--- src/rtl/vga_pattern_gen_if.sv ---
// Pixel-side signal bundle between the sync generators/colour mux and the pattern generator.
interface vga_pattern_gen_if;
  logic       h_display;
  logic       v_display;
  logic [1:0] mode;
  logic [1:0] R_out;
  logic [1:0] G_out;
  logic [1:0] B_out;
  logic [9:0] x_pos;
  logic [8:0] y_pos;

  modport master (
    output h_display, v_display, mode,
    input  R_out, G_out, B_out, x_pos, y_pos
  );

  modport slave (
    input  h_display, v_display, mode,
    output R_out, G_out, B_out, x_pos, y_pos
  );
endinterface

--- src/rtl/vga_pattern_gen.sv ---
// Test-pattern pixel source: bars, checkerboard, bouncing box or grey, one cycle after each active pixel.
module vga_pattern_gen #(
  parameter int H_ACTIVE = 640,
  parameter int V_ACTIVE = 480,
  parameter int BOX      = 32,
  parameter int BAR_W    = 80
) (
  input logic              clk,
  input logic              reset,
  vga_pattern_gen_if.slave vga
);
  localparam logic [9:0]  X_MAX   = 10'(H_ACTIVE - 1);
  localparam logic [8:0]  Y_MAX   = 9'(V_ACTIVE - 1);
  localparam logic [9:0]  BX_MAX  = 10'(H_ACTIVE - BOX);
  localparam logic [8:0]  BY_MAX  = 9'(V_ACTIVE - BOX);
  localparam logic [6:0]  BAR_MAX = 7'(BAR_W - 1);
  localparam logic [10:0] BOX_W   = 11'(BOX);

  logic       h_d_q, h_d_d, v_d_q, v_d_d;
  logic [9:0] x_cnt_q, x_cnt_d;
  logic [6:0] bar_sub_q, bar_sub_d;
  logic [2:0] bar_idx_q, bar_idx_d;
  logic [8:0] y_cnt_q, y_cnt_d;
  logic [1:0] active_mode_q, active_mode_d;
  logic [9:0] bx_q, bx_d;
  logic [8:0] by_q, by_d;
  logic       dx_q, dx_d, dy_q, dy_d;
  logic [1:0] r_q, r_d, g_q, g_d, b_q, b_d;
  logic [9:0] x_pos_q, x_pos_d;
  logic [8:0] y_pos_q, y_pos_d;

  logic       act, h_fall, frame_end, in_box;
  logic [2:0] bar_c;

  always_comb begin
    act       = vga.h_display & vga.v_display;
    h_fall    = h_d_q & ~vga.h_display;
    frame_end = v_d_q & ~vga.v_display;
    h_d_d     = vga.h_display;
    v_d_d     = vga.v_display;

    x_cnt_d       = x_cnt_q;
    bar_sub_d     = bar_sub_q;
    bar_idx_d     = bar_idx_q;
    y_cnt_d       = y_cnt_q;
    active_mode_d = active_mode_q;
    bx_d          = bx_q;
    by_d          = by_q;
    dx_d          = dx_q;
    dy_d          = dy_q;

    // x_cnt/bar_* describe the pixel being sampled this cycle, not the one on the outputs
    if (act) begin
      if (x_cnt_q != X_MAX) x_cnt_d = x_cnt_q + 10'd1;
      if (bar_sub_q == BAR_MAX) begin
        bar_sub_d = 7'd0;
        if (bar_idx_q != 3'd7) bar_idx_d = bar_idx_q + 3'd1;
      end else begin
        bar_sub_d = bar_sub_q + 7'd1;
      end
    end else begin
      x_cnt_d   = 10'd0;
      bar_sub_d = 7'd0;
      bar_idx_d = 3'd0;
    end

    if (!vga.v_display)                  y_cnt_d = 9'd0;
    else if (h_fall && y_cnt_q != Y_MAX) y_cnt_d = y_cnt_q + 9'd1;

    if (frame_end) begin
      active_mode_d = vga.mode;
      if (active_mode_q == 2'd2) begin
        if (dx_q) begin
          if (bx_q == BX_MAX) begin dx_d = 1'b0; bx_d = bx_q - 10'd1; end
          else                                   bx_d = bx_q + 10'd1;
        end else begin
          if (bx_q == 10'd0)  begin dx_d = 1'b1; bx_d = 10'd1; end
          else                                   bx_d = bx_q - 10'd1;
        end
        if (dy_q) begin
          if (by_q == BY_MAX) begin dy_d = 1'b0; by_d = by_q - 9'd1; end
          else                                   by_d = by_q + 9'd1;
        end else begin
          if (by_q == 9'd0)   begin dy_d = 1'b1; by_d = 9'd1; end
          else                                   by_d = by_q - 9'd1;
        end
      end
    end

    bar_c  = 3'd7 - bar_idx_q;
    in_box = ({1'b0, x_cnt_q} >= {1'b0, bx_q}) && ({1'b0, x_cnt_q} < ({1'b0, bx_q} + BOX_W)) &&
             ({2'b00, y_cnt_q} >= {2'b00, by_q}) && ({2'b00, y_cnt_q} < ({2'b00, by_q} + BOX_W));

    r_d     = 2'b00;
    g_d     = 2'b00;
    b_d     = 2'b00;
    x_pos_d = act ? x_cnt_q : 10'd0;
    y_pos_d = y_cnt_q;
    if (act) begin
      case (active_mode_q)
        2'd0: begin
          r_d = {2{bar_c[2]}};
          g_d = {2{bar_c[1]}};
          b_d = {2{bar_c[0]}};
        end
        2'd1: begin
          if (x_cnt_q[5] ^ y_cnt_q[5]) begin r_d = 2'b11; g_d = 2'b11; b_d = 2'b11; end
        end
        2'd2: begin
          if (in_box) r_d = 2'b11;
          else        b_d = 2'b01;
        end
        default: begin r_d = 2'b10; g_d = 2'b10; b_d = 2'b10; end
      endcase
    end
  end

  always_ff @(posedge clk) begin
    if (reset) begin
      h_d_q         <= 1'b0;
      v_d_q         <= 1'b0;
      x_cnt_q       <= 10'd0;
      bar_sub_q     <= 7'd0;
      bar_idx_q     <= 3'd0;
      y_cnt_q       <= 9'd0;
      active_mode_q <= 2'd0;
      bx_q          <= 10'd0;
      by_q          <= 9'd0;
      dx_q          <= 1'b1;
      dy_q          <= 1'b1;
      r_q           <= 2'b00;
      g_q           <= 2'b00;
      b_q           <= 2'b00;
      x_pos_q       <= 10'd0;
      y_pos_q       <= 9'd0;
    end else begin
      h_d_q         <= h_d_d;
      v_d_q         <= v_d_d;
      x_cnt_q       <= x_cnt_d;
      bar_sub_q     <= bar_sub_d;
      bar_idx_q     <= bar_idx_d;
      y_cnt_q       <= y_cnt_d;
      active_mode_q <= active_mode_d;
      bx_q          <= bx_d;
      by_q          <= by_d;
      dx_q          <= dx_d;
      dy_q          <= dy_d;
      r_q           <= r_d;
      g_q           <= g_d;
      b_q           <= b_d;
      x_pos_q       <= x_pos_d;
      y_pos_q       <= y_pos_d;
    end
  end

  assign vga.R_out = r_q;
  assign vga.G_out = g_q;
  assign vga.B_out = b_q;
  assign vga.x_pos = x_pos_q;
  assign vga.y_pos = y_pos_q;
endmodule
--- src/flat_wrapper.sv ---
// flat-port wrapper written by rule: the top's interface ports become plain ports
module vga_pattern_gen_flat 
#(
  parameter int H_ACTIVE = 640,
  parameter int V_ACTIVE = 480,
  parameter int BOX      = 32,
  parameter int BAR_W    = 80
)
  (clk, reset, vga_h_display, vga_v_display, vga_mode, vga_R_out, vga_G_out, vga_B_out, vga_x_pos, vga_y_pos);
  vga_pattern_gen_if vga_i ();
  input logic clk;
  input logic reset;
  input wire logic [$bits(vga_i.h_display)-1:0] vga_h_display;
  input wire logic [$bits(vga_i.v_display)-1:0] vga_v_display;
  input wire logic [$bits(vga_i.mode)-1:0] vga_mode;
  output wire logic [$bits(vga_i.R_out)-1:0] vga_R_out;
  output wire logic [$bits(vga_i.G_out)-1:0] vga_G_out;
  output wire logic [$bits(vga_i.B_out)-1:0] vga_B_out;
  output wire logic [$bits(vga_i.x_pos)-1:0] vga_x_pos;
  output wire logic [$bits(vga_i.y_pos)-1:0] vga_y_pos;
  assign vga_i.h_display = vga_h_display;
  assign vga_i.v_display = vga_v_display;
  assign vga_i.mode = vga_mode;
  assign vga_R_out = vga_i.R_out;
  assign vga_G_out = vga_i.G_out;
  assign vga_B_out = vga_i.B_out;
  assign vga_x_pos = vga_i.x_pos;
  assign vga_y_pos = vga_i.y_pos;
  vga_pattern_gen #(.H_ACTIVE(H_ACTIVE), .V_ACTIVE(V_ACTIVE), .BOX(BOX), .BAR_W(BAR_W)) u_core (.clk(clk), .reset(reset), .vga(vga_i));
endmodule
--- config.mk ---
export PLATFORM = sky130hd
export DESIGN_NAME = vga_pattern_gen_flat
export DESIGN_NICKNAME = d
export VERILOG_FILES = /design/src/rtl/vga_pattern_gen_if.sv /design/src/rtl/vga_pattern_gen.sv /design/src/flat_wrapper.sv
export SDC_FILE = /design/constraint.sdc
export NUM_CORES = 1
export LEC_CHECK = 0
export ABC_CLOCK_PERIOD_IN_PS = 3000
export CELL_PAD_IN_SITES_DETAIL_PLACEMENT = 1
export CELL_PAD_IN_SITES_GLOBAL_PLACEMENT = 1
export CORE_AREA = 2 2 127 129
export DETAILED_ROUTE_END_ITERATION = 8
export DIE_AREA = 0 0 129 131
export MAX_ROUTING_LAYER = met4
export PLACE_DENSITY = 0.6
export SETUP_SLACK_MARGIN = 0.3
export SYNTH_ARGS = -nofsm -noshare
export SYNTH_HDL_FRONTEND = slang
export SYNTH_SLANG_ARGS = --single-unit
--- constraint.sdc ---
create_clock -name clk -period 3 [get_ports clk]
set_input_delay 0.3 -clock clk [delete_from_list [all_inputs] [get_ports clk]]
set_output_delay 0.3 -clock clk [all_outputs]
set_load 0.02 [all_outputs]
==> flow_metrics.env, run 1 <==
export IMPL_holdPathStages=1
export IMPL_worst_path_max_fanout=6
export IMPL_grt_pass1_vias=3644
export IMPL_hold_ws_ns=0.4454
export IMPL_synth_common_cells="79 x dfxtp_1, 58 x nor2_1, 41 x ha_1"
export IMPL_die_area_sq_um=16900
export IMPL_cts_tree="yes"
export IMPL_synthCells=491
export IMPL_diodes=0
export IMPL_r2r_setup_slack_ns=0.58
export IMPL_synth_edf_count=0
export IMPL_drive_gt1_frac=0.05916
export IMPL_finalHoldViolations=0
export IMPL_period_share=0.8058
export IMPL_antenna_found_initial=0
export IMPL_ir_worst_vdd_mv=0.2312
export IMPL_root_buffer="clkbuf_16"
export IMPL_pre_cts_ws_ns=0.2917
export IMPL_yosysWarnings=0
export IMPL_yosysMostFrequentCell="dfxtp_1"
export IMPL_synth_area_leaders="dfxtp_1 37%, ha_1 12%, nor2_1 5.1%"
export IMPL_grt_pass1_wl_um=18020
export IMPL_power_density_nw_per_um2=415.4
export IMPL_rows=46
export IMPL_min_to="u_core.bar_sub_q[0]"
export IMPL_critPathLaunchType="flop"
export IMPL_synth_top_area_cell="dfxtp_1"
export IMPL_dieHeight_um=131
export IMPL_async_flop_share=0
export IMPL_relSlewSlack=0.6006
export IMPL_p_leak_nw=1.926
export IMPL_route_detailed_drc=0
export IMPL_min_from="u_core.bar_sub_q[0]"
export IMPL_h_tree_depth=3
export IMPL_ant_nets=0
export IMPL_synth_top_flop_cell="dfxtp_1"
export IMPL_reg2reg_from="u_core.bx_q[6]"
export IMPL_yosysUniqueCellTypes=58
export IMPL_syn_area_sq_um=4239
export IMPL_rr_endpoint="u_core.vga.R_out[1]"
export IMPL_fmax_ghz=0.4136
export IMPL_worstSkewPairLatency_ns=0.34
export IMPL_syn_to_final_growth_pct=18.89
export IMPL_status="finished clean"
export IMPL_period_needed_ns=2.418
export IMPL_path_class="flop to flop"
export IMPL_r2r_cells=9
export IMPL_setup_viol=0
export IMPL_avgRoutedWirePerCell_um=14.76
export IMPL_core_area_sq_um=15600
export IMPL_io_buffers=30
export IMPL_seq_area_frac_synth=0.3731
export IMPL_grt_total_usage=0.1400
export IMPL_cts_made_buffers=9
export IMPL_num_fill_cells=1837
export IMPL_grt_ovfl_total=0
export IMPL_crit_start="u_core.bx_q[6]"
export IMPL_cts_sinks=79
export IMPL_drtPass1Iterations=4
export IMPL_drt_first_iter_violations=153
export IMPL_path_clk_slew_ns=0.06
export IMPL_cts_buffer_depth=2
export IMPL_cap_violations=0
export IMPL_viasPerCell=4.811
export IMPL_slew_violations=0
export IMPL_tightest_slew_ns=0.5969
export IMPL_hold_buffers=0
export IMPL_grt_max_degree=25
export IMPL_synth_ff_latch_count=79
export IMPL_die_w_um=129
export IMPL_arrival_ns=2.70
export IMPL_critical_path_required_ns=3.28
export IMPL_synth_top_area_share=0.3731
export IMPL_initial_utilization=0.2718
export IMPL_tns_ns=0
export IMPL_dp_hpwl_um=8343
export IMPL_fin_ws_ns=0.5825
export IMPL_fin_nets=568
export IMPL_min_path_type="flop to flop"
export IMPL_post_cts_buffers=0
export IMPL_io_pins=31
export IMPL_rsz0062_at_grt="no"
export IMPL_num_vias=3560
export IMPL_routed_wl_um=10920
export IMPL_skew_ns=0.004958
export IMPL_syn_nets=538
export IMPL_endpoint_kind="flop"
export IMPL_place_gp_congestion=0.8503
export IMPL_avgSynthCellArea_sq_um=8.634
## cells by family after synthesis
family          count (synthesis)  synth area share
buf+inv                        49           0.04516
xor+xnor                       34           0.07025
fa+ha+maj                      41            0.1210
mux                             7           0.01771
simple gates                  184            0.2220
flops                          79            0.3731
compound gates                 97            0.1508
## layout make-up
class                           instances  area, sq um  share of cell area
Timing Repair Buffer                   34        330.3             0.06554
Clock inverter                          4        25.02            0.004965
Clock buffer                           10        229.0             0.04543
Inverter                               34        127.6             0.02532
Tap cell                              216        270.3             0.05362
Sequential cell                        79         1585              0.3145
Multi-Input combinational cell        363         2472              0.4906
## routing by layer
layer | part of all wire | track usage
met1 | 0.47 | 0.1683
met2 | 0.49 | 0.2365
met3 | 0.032 | 0.03787
met4 | 0.013 | 0.02941
met5 | 0 | -
## state kept, by name (all words and copies together), names as in the netlist
name                  count
u_core.y_cnt_q            9
u_core.bx_q              10
u_core.vga.R_out          2
u_core.v_d_q              1
u_core.x_cnt_q           10
u_core.vga.y_pos          9
u_core.vga.G_out          2
u_core.vga.x_pos         10
u_core.active_mode_q      2
u_core.h_d_q              1
u_core.dy_q               1
u_core.bar_sub_q          7
u_core.dx_q               1
u_core.vga.B_out          2
u_core.bar_idx_q          3
u_core.by_q               9
## metrics by stage
stage          instance area (sq um)  utilization  total power [mW]  cells
2_1_floorplan                   4239            -             1.123    491
3_3_place_gp                    4776       0.3062             1.154    726
3_5_place_dp                    4776       0.3062             1.155    726
4_1_cts                         5031       0.3226             2.141    740
5_1_grt                         5040       0.3231             2.179    740
6_report                        5040       0.3231             2.093    740
## cells in the final DEF (no fill, tap or decap), drive strengths merged, types with 2 or more instances in the layout
| master | n |
|---|---|
| dfxtp | 79 |
| nand2 | 23 |
| nand4b | 3 |
| a31oi | 3 |
| a21oi | 31 |
| clkdlybuf4s50 | 30 |
| xnor2 | 24 |
| mux2i | 6 |
| nor2 | 59 |
| nand3 | 26 |
| a211o | 3 |
| nor3 | 10 |
| and4 | 2 |
| nor2b | 11 |
| nand3b | 2 |
| a31o | 2 |
| clkinvlp | 2 |
| inv | 32 |
| o21a | 3 |
| o21ai | 22 |
| or3 | 6 |
| a21o | 5 |
| buf | 4 |
| a211oi | 3 |
| nor4 | 2 |
| clkbuf | 10 |
| a2111oi | 4 |
| clkinv | 4 |
| and3 | 15 |
| ha | 41 |
| nand2b | 6 |
| o211ai | 4 |
| nor3b | 5 |
| xor2 | 10 |
| nand4 | 10 |
| o31ai | 2 |
## where the power goes
group | internal [mW] | switching (mW) | leakage [nW]
clock | 0.547 | 0.416 | 0.120
combinational | 0.0257 | 0.0413 | 1.17
sequential | 1.06 | 0.00561 | 0.640
total | 1.63 | 0.463 | 1.93
## how the worst max path moves through the flow
stage | end | cells after the start
floorplan | u_core.vga.R_out[1] | 10
global placement | u_core.vga.R_out[1] | 9
detailed placement | u_core.vga.R_out[0] | 9
CTS | u_core.vga.R_out[1] | 9
global route | u_core.vga.R_out[1] | 9
finish | u_core.vga.R_out[1] | 9
## what timing repair did
action,CTS,global route
setup endpoints to repair,3,3
endpoints found under the hold margin,0,0
pin swaps,0,1
gates resized for setup,1,4
## critical path, cell delays in order (launching register included)
cell and delay [ns]:
dfxtp_1 0.42, nand3_1 0.18, xnor2_1 0.16, ha_1 0.30, a21o_1 0.20, a211o_1 0.31
a2111oi_2 0.25, o221ai_1 0.19, nor2_1 0.18, o221a_2 0.19
(Power assumes the default switching activity.)
==> run 2, diff against run 1 <==
- ABC_CLOCK_PERIOD_IN_PS: 3000 -> 2150
- PLACE_DENSITY: 0.6 -> 0.62
- clock period: 3 -> 2.15 ns (I/O delays scaled with it)
==> run 2 against run 1 <==
  * Die area stayed put
  * Global-route usage is 1.7 points higher
  * Sequential share of layout area decreased by 3.9 points
  * The run now ends with setup timing left
  * Final area is 15% higher
  * First-iteration DRC count down 29%
  * Maximum frequency increased by 11%
  * Setup slack worse by 0.61 ns
  * Sequential power up 40%
==> flow_metrics.env, run 2 (synthesis results as in run 1) <==
export IMPL_status="finished, violations left"
export IMPL_violations="setup timing"
export IMPL_place_gp_congestion=0.8286
export IMPL_rsz0062_at_grt="yes"
export IMPL_grt_ovfl_total=0
export IMPL_cts_buffer_depth=2
export IMPL_p_leak_nw=2.312
export IMPL_avgRoutedWirePerCell_um=15.49
export IMPL_worstSkewPairLatency_ns=0.34
export IMPL_root_buffer="clkbuf_16"
export IMPL_setup_viol=1
export IMPL_ir_worst_vdd_mv=0.4365
export IMPL_final_common_cell="dfxtp_1"
export IMPL_slew_violations=0
export IMPL_drive_gt1_frac=0.2300
export IMPL_worst_path_max_fanout=5
export IMPL_hold_ws_ns=0.4453
export IMPL_io_buffers=30
export IMPL_relSlewSlack=0.6657
export IMPL_reg2reg_from="u_core.bx_q[5]"
export IMPL_endpoint_kind="flop"
export IMPL_diodes=0
export IMPL_syn_to_final_growth_pct=37.04
export IMPL_cpPeakStageDelay_ns=0.39
export IMPL_min_to="u_core.bar_sub_q[0]"
export IMPL_grt_total_usage=0.1573
export IMPL_cts_sinks=79
export IMPL_fin_nets=630
export IMPL_period_share=1.013
export IMPL_die_area_sq_um=16900
export IMPL_h_tree_depth=3
export IMPL_crit_buf_inv=0
export IMPL_r2r_setup_slack_ns=-0.03
export IMPL_power_density_nw_per_um2=526.4
export IMPL_slowest_stage="dfxtp_4"
export IMPL_fmax_ghz=0.4591
export IMPL_die_w_um=129
export IMPL_layout_common_cells="71 x dfxtp_1, 60 x buf_4, 57 x nor2_1, 37 x ha_1"
export IMPL_fin_ws_ns=-0.02819
export IMPL_tightest_slew_ns=0.4888
export IMPL_num_vias=3868
export IMPL_critical_path_required_ns=2.44
export IMPL_initial_utilization=0.2718
export IMPL_grt_pass1_wl_um=20300
export IMPL_critPathLaunchType="flop"
export IMPL_p_total_mw=3.058
export IMPL_placed_cells=776
export IMPL_rows=46
export IMPL_ant_nets=0
export IMPL_arrival_ns=2.47
export IMPL_io_pins=31
export IMPL_instances_no_fill=803
export IMPL_drtPass1Iterations=4
export IMPL_path_cells="ha_4, nand3_2, xnor2_1, ha_1, a211o_1, a2111oi_4, o221ai_2, nor2_2, o221a_2"
export IMPL_grt_pass1_vias=4158
export IMPL_drt_first_iter_violations=108
export IMPL_hold_buffers=0
export IMPL_dp_hpwl_um=9326
export IMPL_route_detailed_drc=0
export IMPL_viasPerCell=4.817
export IMPL_rr_endpoint="u_core.vga.R_out[1]"
export IMPL_r2r_cells=9
export IMPL_path_clk_slew_ns=0.06
export IMPL_cts_tree="yes"
export IMPL_finalHoldViolations=0
export IMPL_num_fill_cells=1821
export IMPL_crit_family="compound AO/OA/AOI/OAI gates"
export IMPL_antenna_found_initial=0
export IMPL_min_from="u_core.bar_sub_q[0]"
export IMPL_routed_wl_um=12440
export IMPL_skew_ns=0.006682
export IMPL_cap_violations=0
export IMPL_dieHeight_um=131
export IMPL_path_class="flop to flop"
export IMPL_core_area_sq_um=15600
export IMPL_holdPathStages=1
export IMPL_grt_max_degree=25
export IMPL_min_path_type="flop to flop"
export IMPL_period_needed_ns=2.178
export IMPL_cts_made_buffers=9
## run 2: cell count changes in the layout (fill, tap and decap cells not counted), moves of 4 or more
cell,before,now
nor3_1,10,6
nor3_2,0,4
buf_4,4,60
dfxtp_1,76,71
buf_6,0,5
ha_1,41,37
nand3_1,24,20
## run 2: worst max-delay path by stage
| stage | start | endpoint | slack [ns] | cells after the start |
|---|---|---|---|---|
| floorplan | u_core.bx_q[7] | u_core.vga.R_out[1] | 0.04 | 10 |
| global route | u_core.bx_q[5] | u_core.vga.R_out[1] | -0.12 | 9 |
| global placement | u_core.bx_q[5] | u_core.vga.R_out[1] | -0.007 | 9 |
| finish | u_core.bx_q[5] | u_core.vga.R_out[1] | -0.03 | 9 |
| CTS | u_core.bx_q[5] | u_core.vga.R_out[1] | -0.1 | 9 |
| detailed placement | u_core.bx_q[5] | u_core.vga.R_out[1] | -0.09 | 9 |
## run 2: metrics by stage
step	util	area [sq um]	TNS [ns]	setup slack [ns]
after floorplan	-	4323	0	0.04170
after global placement	0.3352	5228	-0.006833	-0.006833
after detailed placement	0.3352	5228	-0.1581	-0.08548
after CTS	0.3642	5680	-0.1554	-0.09819
after global routing	0.3725	5809	-0.2648	-0.1215
final	0.3725	5809	-0.02819	-0.02819
## run 2: report_power, final
part | leakage [nW] | switching [mW] | internal [mW] | total [mW]
clock | 0.140 | 0.600 | 0.866 | 1.47
sequential | 0.642 | 0.00758 | 1.47 | 1.48
combinational | 1.53 | 0.0651 | 0.0479 | 0.113
## run 2: final cells by class
| class | count | area, sq um | area share |
|---|---|---|---|
| multi-input cells | 363 | 2699 | 0.4646 |
| flip-flops and latches | 79 | 1599 | 0.2753 |
| repair buffers | 96 | 827.0 | 0.1424 |
| well taps | 216 | 270.3 | 0.04652 |
| clock buffers | 12 | 266.5 | 0.04588 |
| inverters | 34 | 130.1 | 0.02240 |
| clock inverters | 3 | 17.52 | 0.003015 |
## run 2: repair_timing
item,in CTS,in global routing
buffers inserted,7,5
gates resized for setup,22,22
pin swaps,19,18
setup endpoints to repair,18,23
## run 2: per-layer routing
layer | track usage | vias to the layer above | wire, um
li1 | - | 1916 | -
met1 | 0.1709 | 1888 | 5340
met2 | 0.2845 | 45 | 6538
met3 | 0.04438 | 19 | 369
met4 | 0.03836 | 0 | 187
met5 | - | - | 0
==> run 3, diff against run 2 <==
- SKIP_LAST_GASP: unset -> 1
- TNS_END_PERCENT: unset -> 10
==> run 3 against run 2 <==
  * The run still ends with setup timing left
  * Cell count shrank 1.5%
  * Flip-flop and latch count did not move
  * Critical path depth unchanged
  * Highest routed layer unchanged
  * Critical path type unchanged
  * First-iteration DRC count up 16%
  * Clock-buffer cell count is 2 lower
  * Critical endpoint unchanged
==> flow_metrics.env, run 3 (synthesis results as in run 1) <==
export IMPL_status="finished, violations left"
export IMPL_violations="setup timing"
export IMPL_period_needed_ns=2.155
export IMPL_final_cell_area_sq_um=5627
export IMPL_met2_length_um=5847
export IMPL_worst_path_max_fanout=5
export IMPL_worstSkewPairLatency_ns=0.35
export IMPL_path_cells="nand3_4, xnor2_2, ha_1, a21o_1, a211o_1, a2111oi_4, o221ai_2, nor2_2, o221a_2"
export IMPL_setup_viol=1
export IMPL_r2r_cells=9
export IMPL_skew_ns=0.007138
export IMPL_grt_pass1_wl_um=19530
export IMPL_avgRoutedWirePerCell_um=14.76
export IMPL_routed_wl_um=11670
export IMPL_grt_total_usage=0.1500
export IMPL_wl_met3_um=276
export IMPL_fin_ws_ns=-0.005418
export IMPL_p_leak_nw=2.234
export IMPL_place_gp_congestion=0.8630
export IMPL_path_class="flop to flop"
export IMPL_fin_nets=618
export IMPL_pre_cts_ws_ns=-0.1118
export IMPL_hold_ws_ns=0.4404
export IMPL_grt_max_degree=25
export IMPL_io_buffers=30
export IMPL_drive_gt1_frac=0.1670
export IMPL_min_path_type="flop to flop"
export IMPL_drtPass1Iterations=4
export IMPL_path_clk_slew_ns=0.06
export IMPL_critPathLaunchType="flop"
export IMPL_rsz0062_at_grt="yes"
export IMPL_highest_layer="met4"
export IMPL_slowest_stage="dfxtp_4"
export IMPL_cts_buffer_depth=2
export IMPL_io_pins=31
export IMPL_dieHeight_um=131
export IMPL_slew_violations=0
export IMPL_die_area_sq_um=16900
export IMPL_route_detailed_drc=0
export IMPL_crit_start="u_core.bx_q[5]"
export IMPL_root_buffer="clkbuf_16"
export IMPL_reg2reg_from="u_core.bx_q[5]"
export IMPL_syn_to_final_growth_pct=32.73
export IMPL_drt_first_iter_violations=125
export IMPL_critical_path_required_ns=2.44
export IMPL_placed_cells=771
export IMPL_ant_nets=0
export IMPL_dp_hpwl_um=8810
export IMPL_final_common_cell="dfxtp_1"
export IMPL_cts_sinks=79
export IMPL_min_to="u_core.bar_sub_q[0]"
export IMPL_num_fill_cells=1833
export IMPL_endpoint_kind="flop"
export IMPL_num_vias=3765
export IMPL_cap_violations=0
export IMPL_die_w_um=129
export IMPL_power_density_nw_per_um2=595.5
export IMPL_fmax_ghz=0.4639
export IMPL_hold_buffers=0
export IMPL_layout_common_cells="74 x dfxtp_1, 57 x nor2_1, 54 x buf_4, 38 x ha_1, 32 x inv_1"
export IMPL_core_area_sq_um=15600
export IMPL_relSlewSlack=0.6873
export IMPL_initial_utilization=0.2718
export IMPL_cpPeakStageDelay_ns=0.39
export IMPL_wl_met1_um=5460
export IMPL_period_share=1.003
export IMPL_h_tree_depth=3
export IMPL_placed_area_sq_um=5134
export IMPL_ir_worst_vdd_mv=0.4847
export IMPL_antenna_found_initial=0
export IMPL_diodes=0
export IMPL_finalHoldViolations=0
export IMPL_grt_ovfl_total=0
export IMPL_viasPerCell=4.760
export IMPL_rows=46
export IMPL_tightest_slew_ns=0.4655
export IMPL_cts_made_buffers=9
export IMPL_grt_pass1_vias=3962
export IMPL_r2r_setup_slack_ns=-0.005
export IMPL_holdPathStages=1
export IMPL_rr_endpoint="u_core.vga.R_out[1]"
export IMPL_arrival_ns=2.45
export IMPL_min_from="u_core.bar_sub_q[0]"
export IMPL_cts_tree="yes"
export IMPL_instances_no_fill=791
## run 3: per-layer routing
| layer | up-vias | global-route usage |
|---|---|---|
| met2 | 35 | 0.2599 |
| met1 | 1833 | 0.1775 |
| met5 | - | - |
| met4 | 0 | 0.02621 |
| met3 | 9 | 0.03990 |
| li1 | 1888 | - |
## run 3: how the worst max path moves through the flow
stage	to	cells past startpoint
final	u_core.vga.R_out[1]	9
after global routing	u_core.vga.R_out[1]	9
after CTS	u_core.vga.R_out[1]	9
after detailed placement	u_core.vga.R_out[1]	9
after global placement	u_core.vga.R_out[0]	9
after floorplan	u_core.vga.R_out[1]	10
## run 3: critical path, delay by kind of cell, from the launching register on
kind	cells	cell delay [ns]
flops	1	0.39
simple gates	2	0.23
xor+xnor	1	0.15
fa+ha+maj	1	0.29
compound gates	5	1.04
## run 3: cell type report
cell class                 instances  area, sq um  area share
clock buffer                      10        229.0     0.04069
clock inverter                     5        106.4     0.01890
inverter                          34        127.6     0.02268
multi-input combinational        363         2592      0.4608
sequential                        79         1595      0.2835
tap                              216        270.3     0.04803
timing repair buffer              84        705.7      0.1254
## run 3: timing repair
action	4_1_cts	5_1_grt
pin swaps	4	7
buffers inserted	2	3
gates resized for setup	10	14
endpoints found under the setup margin	21	32
## run 3: per-stage QoR
step | util | total power, mW | TNS, ns
2_1_floorplan | - | 1.567 | 0
3_3_place_gp | 0.3291 | 1.620 | -0.01917
3_5_place_dp | 0.3291 | 1.622 | -0.3097
4_1_cts | 0.3534 | 3.397 | -0.2650
5_1_grt | 0.3607 | 3.462 | -1.445
6_report | 0.3607 | 3.351 | -0.005418
## run 3: where the power goes
part           internal (mW)  total, mW  leakage [nW]  switching (mW)
Clock                   1.13       1.77         0.159           0.634
Combinational         0.0444      0.106          1.43          0.0613
Sequential              1.47       1.48         0.642         0.00751
Total                   2.65       3.35          2.23           0.702
